--- src/rtl/a2_limit_store_pkg.sv ---
// Shared ADPCM predictor definitions: a2 limits, coefficient/channel types, store FSM states.
package adpcm_pkg;

    localparam logic [15:0] A2UL = 16'h3000;
    localparam logic [15:0] A2LL = 16'hD000;

    localparam int CH_W_DEF = 5;

    typedef logic [15:0]          coef_t;
    typedef logic [CH_W_DEF-1:0]  ch_t;

    typedef enum logic {
        ST_INIT = 1'b0,
        ST_RUN  = 1'b1
    } state_t;

endpackage

--- src/rtl/a2_limit_store_limc.sv ---
// LIMC clamp: limits a two's-complement coefficient to [A2LL, A2UL] with signed compares.
module limc
    import adpcm_pkg::*;
(
    input  coef_t a2t,
    output coef_t a2p
);

    always_comb begin
        a2p = a2t;
        if ($signed(a2t) > $signed(A2UL)) begin
            a2p = A2UL;
        end else if ($signed(a2t) < $signed(A2LL)) begin
            a2p = A2LL;
        end
    end

endmodule

--- src/rtl/a2_limit_store.sv ---
// Per-channel a2 limit (LIMC) + transition reset (TRIGB) stage with a cleared-on-reset coefficient store.
// Optional clamp-event counter enabled by defining A2_SAT_CNT_EN.
module a2_limit_store
    import adpcm_pkg::*;
#(
    parameter int CHANNELS = 32,
    parameter int CH_W     = 5
) (
    input  logic            clk,
    input  logic            reset,
    input  logic            scan_in0,
    input  logic            scan_in1,
    input  logic            scan_in2,
    input  logic            scan_in3,
    input  logic            scan_in4,
    input  logic            scan_enable,
    input  logic            test_mode,
    output logic            scan_out0,
    output logic            scan_out1,
    output logic            scan_out2,
    output logic            scan_out3,
    output logic            scan_out4,
    input  logic            in_valid,
    output logic            in_ready,
    input  logic [CH_W-1:0] in_ch,
    input  logic [15:0]     a2t,
    input  logic            tr,
    output logic            out_valid,
    input  logic            out_ready,
    output logic [CH_W-1:0] out_ch,
    output logic [15:0]     a2p,
    output logic [15:0]     a2r,
    input  logic            rd_en,
    input  logic [CH_W-1:0] rd_ch,
    output logic [15:0]     rd_a2,
    output logic [15:0]     sat_cnt
);

    localparam logic [CH_W:0]   NUM_CH   = (CH_W+1)'(CHANNELS);
    localparam logic [CH_W-1:0] LAST_PTR = CH_W'(CHANNELS - 1);

    state_t          state;
    state_t          state_next;
    logic [CH_W-1:0] ptr;

    coef_t           a2p_c;
    coef_t           a2r_c;
    logic            in_range;
    logic            rd_in_range;
    logic            accept;

    logic            wr_en;
    logic [CH_W-1:0] wr_ch;
    coef_t           wr_data;

    coef_t           mem [CHANNELS];

    assign scan_out0 = test_mode & scan_enable & scan_in0;
    assign scan_out1 = test_mode & scan_enable & scan_in1;
    assign scan_out2 = test_mode & scan_enable & scan_in2;
    assign scan_out3 = test_mode & scan_enable & scan_in3;
    assign scan_out4 = test_mode & scan_enable & scan_in4;

    limc u_limc (
        .a2t (a2t),
        .a2p (a2p_c)
    );

    assign a2r_c       = tr ? '0 : a2p_c;
    assign in_range    = ({1'b0, in_ch} < NUM_CH);
    assign rd_in_range = ({1'b0, rd_ch} < NUM_CH);

    // Handshake: an update transfers on a rising edge where in_valid && in_ready;
    // a result transfers where out_valid && out_ready. in_ready never depends on in_valid.
    assign in_ready = (state == ST_RUN) && !reset && (!out_valid || out_ready);
    assign accept   = in_valid && in_ready;

    always_ff @(posedge clk) begin
        if (reset) begin
            state <= ST_INIT;
            ptr   <= '0;
        end else begin
            state <= state_next;
            if (state == ST_INIT) begin
                ptr <= ptr + 1'b1;
            end
        end
    end

    // INIT sweeps zeros through the store; RUN commits accepted a2r values.
    always_comb begin
        state_next = state;
        wr_en      = 1'b0;
        wr_ch      = ptr;
        wr_data    = '0;
        case (state)
            ST_INIT: begin
                wr_en = 1'b1;
                if (ptr == LAST_PTR) begin
                    state_next = ST_RUN;
                end
            end
            ST_RUN: begin
                wr_en   = accept && in_range;
                wr_ch   = in_ch;
                wr_data = a2r_c;
            end
            default: state_next = ST_INIT;
        endcase
    end

    always_ff @(posedge clk) begin
        if (wr_en) begin
            mem[wr_ch] <= wr_data;
        end
    end

    always_ff @(posedge clk) begin
        if (reset) begin
            out_valid <= 1'b0;
            out_ch    <= '0;
            a2p       <= '0;
            a2r       <= '0;
        end else if (accept) begin
            out_valid <= 1'b1;
            out_ch    <= in_ch;
            a2p       <= a2p_c;
            a2r       <= a2r_c;
        end else if (out_ready) begin
            out_valid <= 1'b0;
        end
    end

    // Write-first: a same-cycle write to the read channel forwards the new value.
    always_ff @(posedge clk) begin
        if (reset || state == ST_INIT) begin
            rd_a2 <= '0;
        end else if (rd_en) begin
            if (wr_en && wr_ch == rd_ch) begin
                rd_a2 <= wr_data;
            end else if (rd_in_range) begin
                rd_a2 <= mem[rd_ch];
            end else begin
                rd_a2 <= '0;
            end
        end
    end

`ifdef A2_SAT_CNT_EN
    logic sat_event;
    assign sat_event = accept && (a2p_c != a2t);

    always_ff @(posedge clk) begin
        if (reset) begin
            sat_cnt <= '0;
        end else if (sat_event && sat_cnt != 16'hFFFF) begin
            sat_cnt <= sat_cnt + 16'd1;
        end
    end
`else
    assign sat_cnt = '0;
`endif

endmodule

--- config.mk ---
export PLATFORM = sky130hd
export DESIGN_NAME = a2_limit_store
export DESIGN_NICKNAME = d
export VERILOG_FILES = /design/src/rtl/a2_limit_store_pkg.sv /design/src/rtl/a2_limit_store_limc.sv /design/src/rtl/a2_limit_store.sv
export SDC_FILE = /design/constraint.sdc
export NUM_CORES = 1
export LEC_CHECK = 0
export CAP_MARGIN = 20
export CORE_UTILIZATION = 60
export DETAILED_ROUTE_END_ITERATION = 10
export HOLD_SLACK_MARGIN = 0.02
export PLACE_DENSITY = 0.8
export SYNTH_ARGS = -nofsm -noshare
export SYNTH_HDL_FRONTEND = slang
export SYNTH_SLANG_ARGS = --single-unit
--- constraint.sdc ---
create_clock -name clk -period 3.65 [get_ports clk]
set_input_delay 0.5475 -clock clk [delete_from_list [all_inputs] [get_ports clk]]
set_output_delay 0.5475 -clock clk [all_outputs]
set_load 0.1 [all_outputs]
==> out/results.txt, run 1 <==
Status - finished, final reports clean
Sw frac - 0.210
Drt first pass iters - 6
PortBufs - 98
Final worst-path cycle share - 0.816
#FFs+latches synth - 572
Number of synthesized flops with an enable pin - 512
Clk slew on worst S/H paths - 60 ps
CTS max path bufs - 3
F_max - 0.336 GHz
Largest cells by area after synthesis - edfxtp_1 (68%), mux2i_1 (8.8%), dfxtp_1 (5.3%)
Drt initial violations - 1,733
Die area - 0.0387 mm²
Final HPWL DP - 33.4 mm
Critical Path Start Type - register
Yosys cell types - 49
Hold_sp - a2p[5]
Placer Congestion - 0.911
Total CTS buffers - 53
Power after layout - 13.5 mW
Area leader, netlist - edfxtp_1
Setup CP Type - reg -> reg
Gr ovfl total - 0
Critical path peak fanout - 29
Vias in the first global route - 13,300
Row count - 70
DRT Wirelength - 57.2 mm
CP required - 4170 ps
Post-cts gate resize count - 0
Final nets - 1,595
Top cell type's share of synthesized area - 0.676
Routed wire length per instance - 27.2 µm
Initial antenna violation count - 1
Placeable Area - 0.0370 mm²
CTS tree - done
Maximum vdd drop - 459 µV
Tmin final - 2980 ps
Seq/Total Area, Yosys - 0.728
CP Capture Type - register
Worst path slowest cell - dfxtp_1
Worst hold path class - reg -> reg
Most common cell on crit path - nor2_1
Ys async rst share - 0
Final hold violation count - 0
P_leak - 8.86 nW
Register area - 0.0166 mm²
Worst path cell trace - nand2b_1, nor2_1, nand2_1, nor2_1, a22oi_1, nor2_1
Gate Count Post-Synth - 1,389
Routed Antenna Nets - 0
Height of the die - 197 µm
Hold-fix buffers at CTS - 0
Final Max Tran Viols - 0
Width of the die - 197 µm
CP Data Arrival Time - 3500 ps
Max-Cap Viols - 0
Syn avg cell area - 16.4 µm²
Mapped Area - 0.0228 mm²
DRC viols - 0
Area Overhead vs Synth - 16.4%
Share of post-route cells with drive strength above 1 - 0.148
Total number of vias - 13,500
Setup tns final - 0 ps
Worst Setup SP - state
Pin count of the biggest net entering global routing - 73
Initial core utilization - 0.616
CP top delay family - simple AND/OR/NAND/NOR gates
Setup Skew - 17.7 ps
Average vias per placed instance - 6.41
Fill cell count - 2,242
GRT Overall Usage - 0.296
RSZ-0062 raised after global routing - no
Most frequent cells in the layout - edfxtp_1 (512), mux2i_1 (200), a22oi_1 (93)
Least-Margin Pin Slew - 1080 ps
Max incr delay on CP - 1040 ps
Reg2Reg Launch Point - state
Pint - 10.7 mW
Commonest non-fill, non-tap cell in the layout - edfxtp_1
Clock network power share - 0.415
Relative slew slack - 0.278
Antenna diode count - 0
Area of the multi-input gates - 0.00571 mm²
Clock net sink count - 572
Logic pwr share - 0.056
Seq pwr share - 0.529
WP buf/inv - 0
Post-CTS setup repair buffer count - 0
NetSw - 2.83 mW
Synth Flop Type - edfxtp_1
H-tree levels - 2
Setup Viol. Count Final - 0
Clk_lat worst skew - 580 ps
Pwr dens - 509 mW/mm²
I/O pins - 115
Clk root buf - clkbuf_16
First-pass GRT wire length - 82.0 mm
Yosys Warn Count - 0
[path summary, 6_finish.rpt]
check,end,slack (ps),cells after the start
worst max-delay path,a2r[9],670,6
worst min-delay path,a2p[5],460,2
worst max register to register,a2r[9],670,6
worst min register to register,a2p[5],460,2
[cell type report]
type,instances,share of cell area
Timing Repair Buffer,188,0.0665
Sequential cell,572,0.626
Clock buffer,75,0.0567
Tap cell,504,0.0238
Multi-Input combinational cell,731,0.216
Clock inverter,24,0.0104
Inverter,7,0.000992
[per-stage QoR]
step	hold WS, ps	cells	instance area (µm²)	worst slack, ps	util
2_1_floorplan	535	1404	22800	358	-
3_5_place_dp	447	2002	24700	549	0.668
3_3_place_gp	441	2002	24700	661	0.668
4_1_cts	456	2101	26500	701	0.717
6_report	455	2101	26500	671	0.717
5_1_grt	471	2101	26500	451	0.717
[per-layer routing]
metal / share of wire / track usage
met5: 0 / 0
met1: 0.36 / 0.389
met4: 0.045 / 0.138
met3: 0.11 / 0.0573
met2: 0.48 / 0.482
[cells by family (layout without fill, tap and decap cells)]
group | Yosys count | in the layout | share of synthesized area
flops | 572 | 572 | 0.728
simple gates | 278 | 278 | 0.0576
compound gates | 184 | 184 | 0.0556
xor+xnor | 8 | 8 | 0.00308
buf+inv | 101 | 294 | 0.0249
other cells | 1 | 16 | 0.000165
fa+ha+maj | 3 | 3 | 0.00165
mux | 242 | 242 | 0.129
[worst min-delay path, stage by stage, from the launching register on]
cell     delay [ps]
dfxtp_1         310
nand2_1          50
a21oi_1          50
[power by group through the flow]
| stage | clock, mW | combinational (mW) | sequential [mW] |
|---|---|---|---|
| finish | 5.60 | 0.750 | 7.13 |
| CTS | 5.63 | 0.739 | 7.13 |
| global placement | 0 | 0.718 | 7.26 |
| global route | 5.87 | 0.774 | 7.13 |
| floorplan | 0 | 0.483 | 7.26 |
| detailed placement | 0 | 0.731 | 7.27 |
[cells in the mapped netlist, drive strengths merged (2+ instances only)]
cell type  count
edfxtp       512
mux2i        200
a22oi         93
nor2          87
nand2         64
dfxtp         60
buf           58
nand3         51
mux4          40
a21oi         38
clkbuf        36
and2          24
nor2b         14
a31oi         13
and3          13
o21ai         13
a221o          8
nand2b         8
nor3           7
inv            6
o22ai          5
o32ai          4
xnor2          4
xor2           4
ha             3
nor4           3
a211oi         2
mux2           2
nand4b         2
nor3b          2
[sequential cells by signal, summed over array words and instances (netlist names)]
register	cells
a2p	16
a2r	16
mem	512
out_ch	5
out_valid	1
ptr	5
rd_a2	16
state	1
Power figures use the tool's default switching activity.
==> run 2, diff against run 1 <==
--- a/config.mk
+++ b/config.mk
@@ -6,10 +6,10 @@
 export NUM_CORES = 1
 export LEC_CHECK = 0
 export CAP_MARGIN = 20
-export CORE_UTILIZATION = 60
+export CORE_UTILIZATION = 54
 export DETAILED_ROUTE_END_ITERATION = 10
 export HOLD_SLACK_MARGIN = 0.02
-export PLACE_DENSITY = 0.8
+export PLACE_DENSITY = 0.76
 export SYNTH_ARGS = -nofsm -noshare
 export SYNTH_HDL_FRONTEND = slang
 export SYNTH_SLANG_ARGS = --single-unit
==> constraint.sdc (replaced) <==
create_clock -name clk -period 2.7 [get_ports clk]
set_input_delay 0.405 -clock clk [delete_from_list [all_inputs] [get_ports clk]]
set_output_delay 0.405 -clock clk [all_outputs]
set_load 0.1 [all_outputs]
==> out/results.txt, run 2 (synthesized netlist as in run 1, its figures left out) <==
DRT Wirelength - 55.6 mm (-2.8%)
Placeable Area - 0.0412 mm² (+11%)
Placer Congestion - 0.900 (-1.1%)
Status - finished, final reports clean
H-tree levels - 2 (unchanged)
Initial antenna violation count - 7 (+6)
Seq pwr share - 0.536 (+0.007)
Critical Path Start Type - register
Tmin final - 2310 ps (-667 ps)
Routed wire length per instance - 25.7 µm (-5.5%)
Worst reg-to-reg setup slack - 390 ps (-280 ps)
GRT Overall Usage - 0.258 (-0.0376)
Total number of vias - 13,300 (-1.3%)
Gr ovfl total - 0 (unchanged)
Most frequent cells in the layout - edfxtp_1 (512), mux2i_1 (200), buf_4 (124)
Width of the die - 207 µm (+5.4%)
Final nets - 1,627 (+2.0%)
CTS tree - done
Clk slew on worst S/H paths - 60 ps (about the same)
Initial core utilization - 0.552 (-0.0634)
Post-CTS setup repair buffer count - 0 (unchanged)
Relative slew slack - 0.379 (+0.101)
Power after layout - 18.0 mW (+33%)
Max-Cap Viols - 0 (unchanged)
Worst Setup SP - state
Worst hold path class - in -> reg
Final Core Density - 0.659 (-0.0578)
Average vias per placed instance - 6.16 (-4.0%)
Pwr dens - 662 mW/mm² (+30%)
Pin count of the biggest net entering global routing - 70 (-4.1%)
Row count - 74 (+5.7%)
Reg2Reg Launch Point - state
Clk_lat worst skew - 590 ps (about the same)
Worst Slack Setup Final - 387 ps (-283 ps)
Die area - 0.0430 mm² (+11%)
Setup tns final - 0 ps (unchanged)
Total CTS buffers - 53 (unchanged)
Setup Viol. Count Final - 0 (unchanged)
Least-Margin Pin Slew - 928 ps (-152 ps)
RSZ-0062 raised after global routing - no
Maximum vdd drop - 837 µV (+82%)
Final worst-path cycle share - 0.857 (+0.0403)
CP Data Arrival Time - 2600 ps (-900 ps)
Clock network power share - 0.404 (-0.011)
Final hold violation count - 0 (unchanged)
P_leak - 9.21 nW (+4.0%)
Clock net sink count - 572 (unchanged)
Hold-fix buffers at CTS - 0 (unchanged)
CTS max path bufs - 3 (unchanged)
F_max - 0.432 GHz (+29%)
Vias in the first global route - 13,200 (-0.46%)
Reg2Reg Depth - 5 (-1)
Share of post-route cells with drive strength above 1 - 0.195 (+0.0469)
Biggest register - mem
Hold Path Stages - 3 (+1)
I/O pins - 115 (unchanged)
Crit path capture - mem[25][9]
Post-cts gate resize count - 0 (unchanged)
Clk root buf - clkbuf_16
Final Max Tran Viols - 0 (unchanged)
Pint - 14.1 mW (+33%)
Sw frac - 0.214 (+0.00459)
DRC viols - 0 (unchanged)
Setup Skew - 11.7 ps (-5.96 ps)
First-pass GRT wire length - 81.8 mm (-0.24%)
PortBufs - 98 (unchanged)
NetSw - 3.85 mW (+36%)
Drt initial violations - 1,332 (-23%)
Logic pwr share - 0.060 (+0.004)
Final HPWL DP - 34.4 mm (+2.8%)
Pre-CTS WS - 16.8 ps (-533 ps)
CP Capture Type - register
Critical path peak fanout - 22 (-24%)
Area Overhead vs Synth - 19.3%
CP required - 2990 ps (-1180 ps)
Worst r2r dst - mem[25][9]
Largest register FFs - 512 (unchanged)
Routed Antenna Nets - 0 (unchanged)
Height of the die - 207 µm (+5.4%)
Drt first pass iters - 5 (-1)
Commonest non-fill, non-tap cell in the layout - edfxtp_1
Setup CP Type - reg -> reg
## run 2: cell types whose count changed in the layout (fill, tap and decap cells not counted), moves of 2 or more
cell,previous run,this run
clkdlybuf4s50_1,89,35
inv_6,1,3
clkbuf_1,15,12
buf_12,10,58
clkbuf_8,5,0
clkinv_2,11,6
bufinv_16,6,4
buf_4,86,124
clkinv_1,5,14
## run 2: layer usage
layer | global-route usage | vias up | share of wire
met4 | 0.0983 | 4 | 0.034
met2 | 0.422 | 654 | 0.48
met3 | 0.0536 | 116 | 0.090
met1 | 0.344 | 6729 | 0.39
met5 | 0 | - | 0.00038
li1 | - | 5799 | -
## run 2: cell type report
class,count,area [µm²]
diodes,1,2.50
repair buffers,220,2470
well taps,532,666
fillers,2720,14100
multi-input cells,731,5720
inverters,7,26.3
clock inverters,31,263
clock buffers,67,1420
flip-flops and latches,572,16600
## run 2: metrics by stage
stage | hold slack [ps] | cell area, µm² | cells
floorplan | 535 | 22800 | 1404
global placement | 445 | 25500 | 2062
detailed placement | 448 | 25500 | 2062
CTS | 422 | 27100 | 2160
global route | 433 | 27100 | 2160
finish | 439 | 27100 | 2161
## run 2: how the worst min path moves through the flow
stage                 to     start  slack (ps)
4_1_cts        out_ch[2]  in_ch[2]         420
5_1_grt        out_ch[2]  in_ch[2]         430
3_5_place_dp      a2p[9]    a2p[9]         450
6_report       out_ch[2]  in_ch[2]         440
2_1_floorplan     ptr[2]    ptr[2]         540
3_3_place_gp     a2p[11]   a2p[11]         440
## run 2: critical path, stage by stage (launching register included)
cell and delay, ps:
dfxtp_1 570, buf_12 220, mux2i_1 370, nand2_1 180
nor2_1 430, buf_12 230
## run 2: power by group through the flow
| stage | Clock [mW] | Combinational, mW | Sequential (mW) |
|---|---|---|---|
| floorplan | 0 | 0.653 | 9.81 |
| global placement | 0 | 1.04 | 9.82 |
| detailed placement | 0 | 1.06 | 9.82 |
| CTS | 7.33 | 1.06 | 9.63 |
| global route | 7.67 | 1.12 | 9.64 |
| finish | 7.26 | 1.07 | 9.63 |
